$ cat config.mk
export PLATFORM = sky130hd
export DESIGN_NAME = lcd_spi_stream
export DESIGN_NICKNAME = d
export VERILOG_FILES = /design/src/rtl/lcd_spi_stream.sv
export SDC_FILE = /design/constraint.sdc
export NUM_CORES = 1
export LEC_CHECK = 0
export BUFFER_PORTS_ARGS = -buffer_cell sky130_fd_sc_hd__buf_2
export CAP_MARGIN = 20
export CORE_UTILIZATION = 50
export DETAILED_ROUTE_END_ITERATION = 10
export GPL_TIMING_DRIVEN = 0
export PLACE_DENSITY = 0.68
export SYNTH_ARGS = -nofsm -noshare
export SYNTH_HDL_FRONTEND = slang
export SYNTH_SLANG_ARGS = --single-unit
$ cat constraint.sdc
create_clock -name clk -period 4.5 [get_ports clk]
set_input_delay 0.45 -clock clk [delete_from_list [all_inputs] [get_ports clk]]
set_output_delay 0.45 -clock clk [all_outputs]
set_load 0.02 [all_outputs]
$ cat src/rtl/lcd_spi_stream.sv
// ST7789-class SPI display driver: power-up, init table, then per-frame
// window header and back-to-back RGB565 pixel stream from a pixel memory.
module lcd_spi_stream #(
    parameter int unsigned CLK_DIV = 1,
    parameter int unsigned H_RES   = 240,
    parameter int unsigned V_RES   = 135,
    parameter int unsigned COL_OFS = 40,
    parameter int unsigned ROW_OFS = 53,
    parameter int unsigned ADR_W   = 15,
    parameter int unsigned RD_LAT  = 1,
    parameter int unsigned T_RST   = 2700000,
    parameter int unsigned T_PREP  = 5400000,
    parameter int unsigned T_SLEEP = 3240000,
    parameter logic [7:0]  MADCTL  = 8'h70
) (
    input  logic             clk,
    input  logic             reset,
    input  logic             enable,
    output logic             lcd_resetn,
    output logic             lcd_clk,
    output logic             lcd_cs,
    output logic             lcd_rs,
    output logic             lcd_data,
    output logic [ADR_W-1:0] pixel_adr,
    input  logic [15:0]      pixel_in,
    output logic             ready,
    output logic             frame_start,
    output logic             frame_done
);

    localparam int unsigned NPIX  = H_RES * V_RES;
    localparam int unsigned T_MX1 = (T_RST > T_PREP) ? T_RST : T_PREP;
    localparam int unsigned T_MAX = (T_MX1 > T_SLEEP) ? T_MX1 : T_SLEEP;
    localparam int unsigned CNT_W = $clog2(T_MAX + 1);
    localparam int unsigned DIV_W = (CLK_DIV > 1) ? $clog2(CLK_DIV) : 1;
    localparam int unsigned LAT_W = RD_LAT + 1;

    localparam logic [DIV_W-1:0] DIV_END  = DIV_W'(CLK_DIV - 1);
    localparam logic [ADR_W-1:0] LAST_ADR = ADR_W'(NPIX - 1);
    localparam logic [15:0]      COL_S    = 16'(COL_OFS);
    localparam logic [15:0]      COL_E    = 16'(COL_OFS + H_RES - 1);
    localparam logic [15:0]      ROW_S    = 16'(ROW_OFS);
    localparam logic [15:0]      ROW_E    = 16'(ROW_OFS + V_RES - 1);

    typedef enum logic [2:0] {
        RST_HOLD, PREP, WAKE, SLEEP_WAIT, INIT, IDLE, HDR, PIXELS
    } state_t;

    // Bit 8 is the D/C level for the byte: 0 = command, 1 = parameter.
    function automatic logic [8:0] init_entry(input logic [5:0] i);
        logic [8:0] e;
        case (i)
            6'd0:  e = 9'h036;  6'd1:  e = {1'b1, MADCTL};
            6'd2:  e = 9'h03A;  6'd3:  e = 9'h105;
            6'd4:  e = 9'h0B2;  6'd5:  e = 9'h10C;  6'd6:  e = 9'h10C;
            6'd7:  e = 9'h100;  6'd8:  e = 9'h133;  6'd9:  e = 9'h133;
            6'd10: e = 9'h0B7;  6'd11: e = 9'h135;
            6'd12: e = 9'h0BB;  6'd13: e = 9'h119;
            6'd14: e = 9'h0C0;  6'd15: e = 9'h12C;
            6'd16: e = 9'h0C2;  6'd17: e = 9'h101;
            6'd18: e = 9'h0C3;  6'd19: e = 9'h112;
            6'd20: e = 9'h0C4;  6'd21: e = 9'h120;
            6'd22: e = 9'h0C6;  6'd23: e = 9'h10F;
            6'd24: e = 9'h0D0;  6'd25: e = 9'h1A4;  6'd26: e = 9'h1A1;
            6'd27: e = 9'h0E0;
            6'd28: e = 9'h1D0;  6'd29: e = 9'h104;  6'd30: e = 9'h10D;
            6'd31: e = 9'h111;  6'd32: e = 9'h113;  6'd33: e = 9'h12B;
            6'd34: e = 9'h13F;  6'd35: e = 9'h154;  6'd36: e = 9'h14C;
            6'd37: e = 9'h118;  6'd38: e = 9'h10D;  6'd39: e = 9'h10B;
            6'd40: e = 9'h11F;  6'd41: e = 9'h123;
            6'd42: e = 9'h0E1;
            6'd43: e = 9'h1D0;  6'd44: e = 9'h104;  6'd45: e = 9'h10C;
            6'd46: e = 9'h111;  6'd47: e = 9'h113;  6'd48: e = 9'h12C;
            6'd49: e = 9'h13F;  6'd50: e = 9'h144;  6'd51: e = 9'h151;
            6'd52: e = 9'h12F;  6'd53: e = 9'h11F;  6'd54: e = 9'h11F;
            6'd55: e = 9'h120;  6'd56: e = 9'h123;
            6'd57: e = 9'h021;  6'd58: e = 9'h029;
            default: e = 9'h000;
        endcase
        return e;
    endfunction

    function automatic logic [8:0] hdr_entry(input logic [3:0] i);
        logic [8:0] e;
        case (i)
            4'd0:  e = 9'h02A;
            4'd1:  e = {1'b1, COL_S[15:8]};
            4'd2:  e = {1'b1, COL_S[7:0]};
            4'd3:  e = {1'b1, COL_E[15:8]};
            4'd4:  e = {1'b1, COL_E[7:0]};
            4'd5:  e = 9'h02B;
            4'd6:  e = {1'b1, ROW_S[15:8]};
            4'd7:  e = {1'b1, ROW_S[7:0]};
            4'd8:  e = {1'b1, ROW_E[15:8]};
            4'd9:  e = {1'b1, ROW_E[7:0]};
            4'd10: e = 9'h02C;
            default: e = 9'h000;
        endcase
        return e;
    endfunction

    state_t             state, state_nxt;
    logic [CNT_W-1:0]   cnt;
    logic [5:0]         idx;
    logic [ADR_W-1:0]   pix_cnt;
    logic               spi_busy;
    logic [15:0]        shreg;
    logic [3:0]         bit_cnt;
    logic [DIV_W-1:0]   div_cnt;
    logic [DIV_W-1:0]   gap_cnt;
    logic [15:0]        pf_data;
    logic [LAT_W-1:0]   iss;

    logic               spi_tick, spi_last, spi_free;
    logic [8:0]         init_e, hdr_e;
    logic               cnt_clr, resetn_set;
    logic               ld, ld_16, ld_rs;
    logic [15:0]        ld_word;
    logic               idx_clr, idx_inc;
    logic               pix_first, pix_next, frame_end, issue0, pf_issue;

    assign spi_tick = spi_busy && (div_cnt == DIV_END);
    assign spi_last = spi_tick && lcd_clk && (bit_cnt == 4'd0);
    assign spi_free = !spi_busy && (gap_cnt == '0);
    assign init_e   = init_entry(idx);
    assign hdr_e    = hdr_entry(idx[3:0]);

    always_ff @(posedge clk) begin
        if (reset) state <= RST_HOLD;
        else       state <= state_nxt;
    end

    always_comb begin
        state_nxt  = state;
        cnt_clr    = 1'b0;
        resetn_set = 1'b0;
        ld         = 1'b0;
        ld_16      = 1'b0;
        ld_rs      = 1'b0;
        ld_word    = '0;
        idx_clr    = 1'b0;
        idx_inc    = 1'b0;
        pix_first  = 1'b0;
        pix_next   = 1'b0;
        frame_end  = 1'b0;
        issue0     = 1'b0;
        case (state)
            RST_HOLD: if (cnt == CNT_W'(T_RST - 1)) begin
                state_nxt  = PREP;
                cnt_clr    = 1'b1;
                resetn_set = 1'b1;
            end
            // The wake command launches on the same edge the delay expires.
            PREP: if (cnt == CNT_W'(T_PREP - 1)) begin
                state_nxt = WAKE;
                ld        = 1'b1;
                ld_word   = 16'h0011;
            end
            WAKE: if (spi_last) begin
                state_nxt = SLEEP_WAIT;
                cnt_clr   = 1'b1;
            end
            SLEEP_WAIT: if (cnt == CNT_W'(T_SLEEP - 1)) begin
                state_nxt = INIT;
                idx_clr   = 1'b1;
            end
            INIT: if (spi_free) begin
                if (idx == 6'd59) begin
                    state_nxt = IDLE;
                end else begin
                    ld      = 1'b1;
                    ld_rs   = init_e[8];
                    ld_word = {8'h00, init_e[7:0]};
                    idx_inc = 1'b1;
                end
            end
            IDLE: if (enable) begin
                state_nxt = HDR;
                idx_clr   = 1'b1;
                issue0    = 1'b1;
            end
            HDR: if (spi_free) begin
                if (idx == 6'd11) begin
                    state_nxt = PIXELS;
                    ld        = 1'b1;
                    ld_16     = 1'b1;
                    ld_rs     = 1'b1;
                    ld_word   = pf_data;
                    pix_first = 1'b1;
                end else begin
                    ld      = 1'b1;
                    ld_rs   = hdr_e[8];
                    ld_word = {8'h00, hdr_e[7:0]};
                    idx_inc = 1'b1;
                end
            end
            PIXELS: if (spi_last) begin
                if (pix_cnt == LAST_ADR) begin
                    state_nxt = IDLE;
                    frame_end = 1'b1;
                end else begin
                    ld       = 1'b1;
                    ld_16    = 1'b1;
                    ld_rs    = 1'b1;
                    ld_word  = pf_data;
                    pix_next = 1'b1;
                end
            end
            default: state_nxt = RST_HOLD;
        endcase
        pf_issue = (pix_first || pix_next) && (pixel_adr != LAST_ADR);
    end

    always_ff @(posedge clk) begin
        if (reset) begin
            cnt         <= '0;
            idx         <= '0;
            pix_cnt     <= '0;
            lcd_resetn  <= 1'b0;
            lcd_cs      <= 1'b1;
            lcd_rs      <= 1'b1;
            lcd_data    <= 1'b1;
            lcd_clk     <= 1'b0;
            pixel_adr   <= '0;
            ready       <= 1'b0;
            frame_start <= 1'b0;
            frame_done  <= 1'b0;
            spi_busy    <= 1'b0;
            shreg       <= '0;
            bit_cnt     <= '0;
            div_cnt     <= '0;
            gap_cnt     <= '0;
            pf_data     <= '0;
            iss         <= '0;
        end else begin
            cnt <= cnt_clr ? '0 : cnt + CNT_W'(1);
            if (resetn_set) lcd_resetn <= 1'b1;
            if (idx_clr)      idx <= '0;
            else if (idx_inc) idx <= idx + 6'd1;
            ready       <= (state_nxt == IDLE);
            frame_start <= pix_first;
            frame_done  <= frame_end;

            // A load on the final falling edge chains words with cs held low.
            if (ld) begin
                spi_busy <= 1'b1;
                lcd_cs   <= 1'b0;
                lcd_clk  <= 1'b0;
                lcd_rs   <= ld_rs;
                div_cnt  <= '0;
                gap_cnt  <= '0;
                lcd_data <= ld_16 ? ld_word[15] : ld_word[7];
                shreg    <= ld_16 ? {ld_word[14:0], 1'b0} : {ld_word[6:0], 9'b0};
                bit_cnt  <= ld_16 ? 4'd15 : 4'd7;
            end else if (spi_busy) begin
                if (spi_tick) begin
                    div_cnt <= '0;
                    lcd_clk <= ~lcd_clk;
                    if (lcd_clk) begin
                        if (bit_cnt == 4'd0) begin
                            spi_busy <= 1'b0;
                            lcd_cs   <= 1'b1;
                            gap_cnt  <= DIV_END;
                        end else begin
                            lcd_data <= shreg[15];
                            shreg    <= {shreg[14:0], 1'b0};
                            bit_cnt  <= bit_cnt - 4'd1;
                        end
                    end
                end else begin
                    div_cnt <= div_cnt + DIV_W'(1);
                end
            end else if (gap_cnt != '0) begin
                gap_cnt <= gap_cnt - DIV_W'(1);
            end

            if (pix_first)     pix_cnt <= '0;
            else if (pix_next) pix_cnt <= pix_cnt + ADR_W'(1);
            if (frame_end)     pixel_adr <= '0;
            else if (pf_issue) pixel_adr <= pixel_adr + ADR_W'(1);

            // Read data is taken RD_LAT cycles after the address settles.
            iss <= (iss << 1) | LAT_W'(pf_issue || issue0);
            if (iss[RD_LAT]) pf_data <= pixel_in;
        end
    end

endmodule

==> results of run 1 <==
==> flip-flops by register name, indices dropped and copies added, names as in the netlist, 2 cells and up <==
name / cells
cnt: 23
init_e: 9
pixel_adr: 15
hdr_e: 8
shreg: 15
bit_cnt: 4
iss: 2
state: 3
pf_data: 16
pix_cnt: 15
idx: 6
==> power groups by stage <==
stage	logic (W)	clock network, W	registers [W]
floorplan	0.0000202	0	0.00114
global placement	0.0000372	0	0.00115
detailed placement	0.0000378	0	0.00115
CTS	0.0000381	0.00146	0.00112
global route	0.0000422	0.00151	0.00112
finish	0.0000383	0.00143	0.00112
==> path summary, 6_finish.rpt <==
path	slack (ns)	end	cells after the start	startpoint
setup reg to reg	0.46	init_e[4]$_DFF_P_	12	idx[4]$_SDFFE_PP0N_
setup / recovery	0.46	init_e[4]$_DFF_P_	12	idx[4]$_SDFFE_PP0N_
hold / removal	0.28	pf_data[4]$_SDFFE_PP0P_	3	pixel_in[4]
hold reg to reg	0.46	iss[1]$_SDFF_PP0_	1	iss[0]$_SDFF_PP0_
==> through the flow <==
stage                     instance area (um^2)  setup TNS (ns)  utilization [%]  cells
final                                     7410               0             60.6   1023
after global routing                      7410               0             60.6   1023
after CTS                                 7400               0             60.6   1024
after detailed placement                  6770               0             55.5    992
after global placement                    6770         -0.0232             55.5    992
after floorplan                           6360               0                -    784
==> placed cells by master, fill, tap and decap left out, drive strengths merged, types with 5 or more instances in the layout <==
cell type  netlist  final
nor2           127    127
dfxtp          126    126
nand2           77     77
clkbuf          38     58
buf              9     49
a21oi           46     46
o21ai           36     36
nand3           31     31
xor2            30     30
nor3            29     29
xnor2           25     25
inv             19     23
mux2i           22     22
nand4           15     15
ha              14     14
and3             9      9
nor4             9      9
o211ai           8      8
or3              7      7
o31ai            7      7
nor4b            6      6
a221oi           5      5
a311oi           5      5
a222oi           5      5
clkinv           1      5
==> kinds of logic after synthesis <==
group	after synthesis	synth area share [%]
AND/OR/NAND/NOR	345	26.3
flip-flops	126	39.6
multiplexers	25	3.99
AO/OA/AOI/OAI	151	15.4
adder cells (fa/ha/maj)	15	2.91
XOR/XNOR	55	7.57
buffers and inverters	67	4.13
==> critical path, cell delays in order, from the launching register on <==
cell      delay (ns)
dfxtp_1         0.29
buf_2           0.17
or3b_2          0.50
a21oi_2         0.30
nand2b_1        0.24
xor2_2          0.47
nor2_1          0.27
inv_1           0.19
ha_1            0.46
o21ai_0         0.32
o21ai_0         0.15
a221oi_1        0.11
a311oi_1        0.41
==> metal layers <==
layer	routed length (um)	GRT usage [%]	vias up
met5	12	0	-
met4	331	13.6	2
met3	1050	6.01	35
met2	8140	45.4	236
met1	7880	35.5	2843
li1	-	-	2910
==> cell type report <==
type / count / share of cell area (%)
inverters: 20 / 1.01
flip-flops and latches: 126 / 34.1
plain buffers: 46 / 2.50
multi-input cells: 591 / 48.5
repair buffers: 40 / 2.70
clock buffers: 21 / 6.35
well taps: 168 / 2.84
clock inverters: 11 / 2.06
==> impl_metrics.env, run 1 <==
export IMPL_p_sw_share_pct=20.8
export IMPL_overflow=0
export IMPL_wl_per_cell_um=17.0
export IMPL_diodes=0
export IMPL_p_per_area_nw_per_um2=350
export IMPL_dieHeight_um=115
export IMPL_drv_cap=0
export IMPL_cts_hold_buffers_added=0
export IMPL_layout_min_cycle_time_ns=4.04
export IMPL_antenna_found_initial=1
export IMPL_hold_violations=0
export IMPL_seqCellArea_um2=2520
export IMPL_comb_power_share_pct=1.5
export IMPL_multi_input_area_um2=3590
export IMPL_synthTopCellsByArea="dfxtp_1, nor2_1, nand2_1"
export IMPL_root_buffer="clkbuf_16"
export IMPL_pwr_share_seq_pct=43.3
export IMPL_ys_flop_type="dfxtp_1"
export IMPL_synth_nets=817
export IMPL_die_w_um=115
export IMPL_cts_tree="done"
export IMPL_yosys_area_top_type_share_pct=39.6
export IMPL_syn_area_per_cell_um2=8.12
export IMPL_syn2layout_area_growth_pct=16.4
export IMPL_fmax_mhz=247
export IMPL_synthArstFlopShare_pct=0
export IMPL_place_ws_ns=0.0134
export IMPL_post_cts_buffers=0
export IMPL_path_clk_slew_ns=0.06
export IMPL_htreeDepth=4
export IMPL_io_pins=42
export IMPL_drt_iter0_drc=570
export IMPL_synth_edf_count=0
export IMPL_synth_seq_cells=126
export IMPL_finClkSkew_ns=0.0117
export IMPL_grt_use_total_pct=28.0
export IMPL_grt_max_degree=17
export IMPL_core_area_um2=12200
export IMPL_hpwl_um=12400
export IMPL_clk_latency_ns=0.42
export IMPL_hold_ws_ns=0.275
export IMPL_ir_drop_mv=0.252
export IMPL_synth_cells=784
export IMPL_first_pass_iters=7
export IMPL_floorplan_rows=40
export IMPL_max_slew_margin_pct=38.6
export IMPL_ant_nets=0
export IMPL_vias_per_cell=5.89
export IMPL_rsz0062_at_grt="no"
export IMPL_num_vias=6026
export IMPL_timing_final_crit_share_pct=89.8
export IMPL_cp_max_fo=10
export IMPL_clk_path_buf_depth=2
export IMPL_fin_total_pwr_w=0.00259
export IMPL_drc=0
export IMPL_cp_arrival_ns=4.30
export IMPL_drv_slew=0
export IMPL_port_buffers=40
export IMPL_drive_gt1_share_pct=10.5
export IMPL_cp_required_ns=4.76
export IMPL_cts_sink_count=126
export IMPL_routed_wl_um=17400
export IMPL_pwr_share_clk_pct=55.2
export IMPL_grt_pass1_wl_um=28800
export IMPL_criticalPathCategory="reg2reg"
export IMPL_leakage_nw=2.78
export IMPL_switching_power_w=0.000538
export IMPL_yosysMostFrequentCell="nor2_1"
export IMPL_status="finished clean"
export IMPL_fillers=1132
export IMPL_start_util_pct=52.1
export IMPL_p_int_w=0.00205
export IMPL_startpoint_type="flop"
export IMPL_min_path_type="in2reg"
export IMPL_ctsResizeCount=1
export IMPL_synth_seq_area_share_pct=39.6
export IMPL_ys_types=71
export IMPL_synth_common_cells="nor2_1, dfxtp_1, nand2_1"
export IMPL_die_area_um2=13200
export IMPL_tightest_slew_ns=0.912
export IMPL_setup_viol=0
export IMPL_cp_end_kind="flop"
export IMPL_syn_area_um2=6360
export IMPL_fin_ws_ns=0.458
export IMPL_numCtsBuffers=17
export IMPL_gp_congestion=0.958
export IMPL_nets=875
export IMPL_synth_warnings=0
export IMPL_synth_largest_area_cell="dfxtp_1"
export IMPL_grt_pass1_vias=5833
(Power assumes the default switching activity.)
==> run 2: changes to the inputs <==
--- a/config.mk
+++ b/config.mk
@@ -5,7 +5,7 @@
 export SDC_FILE = /design/constraint.sdc
 export NUM_CORES = 1
 export LEC_CHECK = 0
-export BUFFER_PORTS_ARGS = -buffer_cell sky130_fd_sc_hd__buf_2
+export BUFFER_PORTS_ARGS = -buffer_cell sky130_fd_sc_hd__buf_4
 export CAP_MARGIN = 20
 export CORE_UTILIZATION = 50
 export DETAILED_ROUTE_END_ITERATION = 10
==> impl_metrics.env, run 2 (same netlist as run 1, synthesis figures left out) <==
export IMPL_slowest_delay_ns=0.53
export IMPL_path_common_cell="ha_1"
export IMPL_core_area_um2=12200
export IMPL_criticalPathCategory="reg2reg"
export IMPL_hold_violations=0
export IMPL_min_path_type="in2reg"
export IMPL_final_cells=1024
export IMPL_critical_path_top_delay_family="compound AO/OA/AOI/OAI gates"
export IMPL_post_cts_buffers=0
export IMPL_max_slew_margin_pct=39.0
export IMPL_grt_use_total_pct=27.8
export IMPL_drv_slew=0
export IMPL_largest_reg_flops=23
export IMPL_finalSetupTns_ns=0
export IMPL_start_util_pct=52.1
export IMPL_syn2layout_area_growth_pct=17.9
export IMPL_ir_drop_mv=0.315
export IMPL_gp_congestion=0.976
export IMPL_drc=0
export IMPL_leakage_nw=2.80
export IMPL_die_w_um=115
export IMPL_setup_viol=0
export IMPL_fmax_mhz=234
export IMPL_clk_latency_ns=0.42
export IMPL_overflow=0
export IMPL_p_per_area_nw_per_um2=344
export IMPL_regMostFlops="cnt"
export IMPL_timing_final_crit_share_pct=94.8
export IMPL_cp_max_fo=10
export IMPL_die_area_um2=13200
export IMPL_finClkSkew_ns=0.0121
export IMPL_tightest_slew_ns=0.907
export IMPL_numCtsBuffers=17
export IMPL_first_pass_iters=7
export IMPL_grt_pass1_vias=5767
export IMPL_nets=876
export IMPL_cts_sink_count=126
export IMPL_cts_hold_buffers_added=0
export IMPL_cp_end_kind="flop"
export IMPL_htreeDepth=4
export IMPL_path_buf_inv=2
export IMPL_wl_per_cell_um=16.8
export IMPL_rsz0062_at_grt="no"
export IMPL_final_cell_mix="nor2_1, dfxtp_1, nand2_1"
export IMPL_hpwl_um=12300
export IMPL_layout_min_cycle_time_ns=4.26
export IMPL_antenna_found_initial=0
export IMPL_grt_pass1_wl_um=28500
export IMPL_vias_per_cell=5.86
export IMPL_reg_top3="cnt (23), pf_data (16)"
export IMPL_cp_arrival_ns=4.59
export IMPL_cp_required_ns=4.82
export IMPL_drt_iter0_drc=546
export IMPL_io_pins=42
export IMPL_drv_cap=0
export IMPL_status="finished clean"
export IMPL_cts_tree="done"
export IMPL_path_clk_slew_ns=0.06
export IMPL_root_buffer="clkbuf_16"
export IMPL_ctsResizeCount=0
export IMPL_ant_nets=0
export IMPL_dp_cells=992
export IMPL_final_util_pct=61.5
export IMPL_startpoint_type="flop"
export IMPL_layout_commonest_cell="nor2_1"
export IMPL_routed_wl_um=17200
export IMPL_cp_cell_sequence="ha_1 > nand3b_1 > a21oi_1 > nand2b_1 > xor2_2 > nor2_1 > inv_1 > ha_1 > clkbuf_1 > o21ai_0 > a22o_1 > a32oi_1"
export IMPL_grt_max_degree=17
export IMPL_critPathSlowestCell="a21oi_1"
export IMPL_floorplan_rows=40
export IMPL_dieHeight_um=115
export IMPL_num_vias=5997
export IMPL_drive_gt1_share_pct=10.3
export IMPL_port_buffers=40
export IMPL_diodes=0
export IMPL_clk_path_buf_depth=2
run 2: final cells by class:
type                       instances  area [um^2]
fill                            1113         4710
inverter                          20         75.1
clock buffer                      21          470
tap                              168          210
sequential                       126         2520
timing repair buffer              40          300
buffer                            47          188
clock inverter                    11          153
multi-input combinational        591         3590
run 2: worst register-to-register path, stage by stage, from the launching register on:
cell and delay (ns):
dfxtp_1 0.45, ha_1 0.23, nand3b_1 0.23, a21oi_1 0.53
nand2b_1 0.28, xor2_2 0.49, nor2_1 0.25, inv_1 0.19
ha_1 0.16, clkbuf_1 0.45, o21ai_0 0.37, a22o_1 0.31
a32oi_1 0.25
run 2: routing by layer:
layer	track usage (%)	share of wire, %	up-vias
li1	-	-	2910
met1	35.3	45	2827
met2	45.6	46	229
met3	7.12	7.1	31
met4	10.1	1.9	0
met5	0	0	-
run 2: worst paths after layout:
path,start,end,slack [ns],cells after the start
max,idx[0]$_SDFFE_PP0N_,init_e[8]$_DFF_P_,0.24,12
min,pixel_in[8],pf_data[8]$_SDFFE_PP0P_,0.26,3
max reg2reg,idx[0]$_SDFFE_PP0N_,init_e[8]$_DFF_P_,0.24,12
min reg2reg,iss[0]$_SDFF_PP0_,iss[1]$_SDFF_PP0_,0.45,1
run 2: metrics by stage:
step	worst slack (ns)	hold slack, ns	total power, W	instance area [um^2]
6_report	0.236	0.262	0.00258	7500
5_1_grt	0.0256	0.268	0.00266	7500
4_1_cts	0.161	0.258	0.00260	7500
3_5_place_dp	0.175	0.438	0.00119	6870
3_3_place_gp	0.144	0.430	0.00119	6870
2_1_floorplan	1.21	0.414	0.00116	6360
run 2: power breakdown:
part	switching, W	leakage (nW)	internal (W)
clock network	0.000502	0.308	0.000920
registers	0.00000292	1.02	0.00112
logic	0.0000262	1.47	0.0000154
==> run 3: changes to the inputs <==
--- a/config.mk
+++ b/config.mk
@@ -9,7 +9,7 @@
 export CAP_MARGIN = 20
 export CORE_UTILIZATION = 50
 export DETAILED_ROUTE_END_ITERATION = 10
-export GPL_TIMING_DRIVEN = 0
+export GPL_TIMING_DRIVEN = 1
 export PLACE_DENSITY = 0.68
 export SYNTH_ARGS = -nofsm -noshare
 export SYNTH_HDL_FRONTEND = slang
==> impl_metrics.env, run 3 (same netlist as run 1, synthesis figures left out) <==
export IMPL_startpoint_type="flop"
export IMPL_cts_sink_count=126
export IMPL_drt_iter0_drc=500
export IMPL_first_pass_iters=5
export IMPL_regMostFlops="cnt"
export IMPL_layout_commonest_cell="nor2_1"
export IMPL_ir_drop_mv=0.301
export IMPL_overflow=0
export IMPL_root_buffer="clkbuf_16"
export IMPL_die_area_um2=13200
export IMPL_rrSetupSlack_ns=0.77
export IMPL_drv_cap=0
export IMPL_final_util_pct=60.5
export IMPL_routed_wl_um=16100
export IMPL_cp_max_fo=16
export IMPL_criticalPathCategory="reg2reg"
export IMPL_grt_pass1_vias=5419
export IMPL_core_area_um2=12200
export IMPL_tightest_slew_ns=0.976
export IMPL_setup_viol=0
export IMPL_fin_total_pwr_w=0.00256
export IMPL_hpwl_um=11000
export IMPL_reg_top3="cnt (23), pf_data (16)"
export IMPL_port_buffers=41
export IMPL_timing_final_crit_share_pct=82.9
export IMPL_largest_reg_flops=23
export IMPL_nets=840
export IMPL_hold_violations=0
export IMPL_floorplan_rows=40
export IMPL_grt_pass1_wl_um=26700
export IMPL_max_slew_margin_pct=34.8
export IMPL_cp_arrival_ns=4.01
export IMPL_finClkSkew_ns=0.00756
export IMPL_syn2layout_area_growth_pct=16.1
export IMPL_drc=0
export IMPL_slowest_delay_ns=0.61
export IMPL_leakage_nw=2.76
export IMPL_hold_ws_ns=0.266
export IMPL_start_util_pct=52.1
export IMPL_die_w_um=115
export IMPL_ant_nets=0
export IMPL_path_clk_slew_ns=0.06
export IMPL_cp_end_kind="flop"
export IMPL_htreeDepth=4
export IMPL_grt_use_total_pct=26.0
export IMPL_rsz0062_at_grt="no"
export IMPL_vias_per_cell=5.88
export IMPL_cts_hold_buffers_added=0
export IMPL_io_pins=42
export IMPL_finalSetupTns_ns=0
export IMPL_top_layer_used="met4"
export IMPL_clk_path_buf_depth=2
export IMPL_cp_cell_sequence="or3b_2 > a21oi_1 > nand2b_1 > xor2_1 > buf_4 > nor2_1 > inv_1 > ha_1 > o21ai_0 > o21ai_0 > a221oi_1 > a311oi_1"
export IMPL_cts_tree="done"
export IMPL_dieHeight_um=115
export IMPL_layout_min_cycle_time_ns=3.73
export IMPL_diodes=0
export IMPL_wl_per_cell_um=16.3
export IMPL_fmax_mhz=268
export IMPL_path_common_cell="o21ai_0"
export IMPL_status="finished clean"
export IMPL_drive_gt1_share_pct=11.2
export IMPL_cp_required_ns=4.77
export IMPL_grt_max_degree=44
export IMPL_drv_slew=0
export IMPL_post_cts_buffers=0
export IMPL_numCtsBuffers=17
export IMPL_p_per_area_nw_per_um2=346
export IMPL_antenna_found_initial=0
export IMPL_clk_latency_ns=0.42
export IMPL_wl_met3_um=997
export IMPL_ctsResizeCount=0
export IMPL_min_path_type="in2reg"
export IMPL_wl_met1_um=7450
export IMPL_critPathSlowestCell="dfxtp_1"
export IMPL_final_cell_mix="nor2_1, dfxtp_1, nand2_1"
export IMPL_gp_congestion=0.976
export IMPL_num_vias=5806
export IMPL_routed_wl_met2_um=7350
==> run 3: cell count changes in the layout (fill, tap and decap cells not counted), moves of 2 or more <==
cell	delta
clkbuf_1	-37
buf_4	+10
buf_2	-6
buf_1	-2
clkbuf_8	-2
clkinvlp_4	+2
==> run 3: final cells by class <==
cell class                      count  area (um^2)
Inverter                           20         75.1
Fill cell                        1109         4830
Clock buffer                       20          447
Timing Repair Buffer               51          383
Sequential cell                   126         2520
Multi-Input combinational cell    591         3590
Clock inverter                     12          159
Tap cell                          168          210
==> run 3: final timing paths <==
check / depth (start not counted) / from / end
max: 12 / state[1]$_SDFF_PP0_ / init_e[4]$_DFF_P_
min: 3 / pixel_in[7] / pf_data[7]$_SDFFE_PP0P_
max reg2reg: 12 / state[1]$_SDFF_PP0_ / init_e[4]$_DFF_P_
min reg2reg: 1 / iss[0]$_SDFF_PP0_ / iss[1]$_SDFF_PP0_
==> run 3: stage by stage <==
step	instances	instance area [um^2]	setup WS, ns
final	988	7390	0.769
after global routing	988	7390	0.481
after CTS	988	7390	0.835
after detailed placement	956	6780	0.851
after global placement	956	6780	1.01
after floorplan	784	6360	1.21
==> run 3: report_power, final <==
| group | switching, W | leakage, nW | internal (W) |
|---|---|---|---|
| Combinational | 0.0000235 | 1.45 | 0.0000151 |
| Clock | 0.000508 | 0.291 | 0.000889 |
| Sequential | 0.00000312 | 1.02 | 0.00112 |
| Total | 0.000535 | 2.76 | 0.00202 |
==> run 3: critical path: cells and delay by family (launching register included) <==
family,cells,cell delay (ns)
compound gates,5,1.09
xor+xnor,1,0.08
simple gates,3,1.08
buf+inv,2,0.35
flops,1,0.61
fa+ha+maj,1,0.39
==> run 3: layer usage <==
metal | up-vias | GRT usage, %
met5 | - | 0
met4 | 0 | 12.5
li1 | 2833 | -
met2 | 190 | 40.2
met3 | 30 | 6.80
met1 | 2753 | 33.9
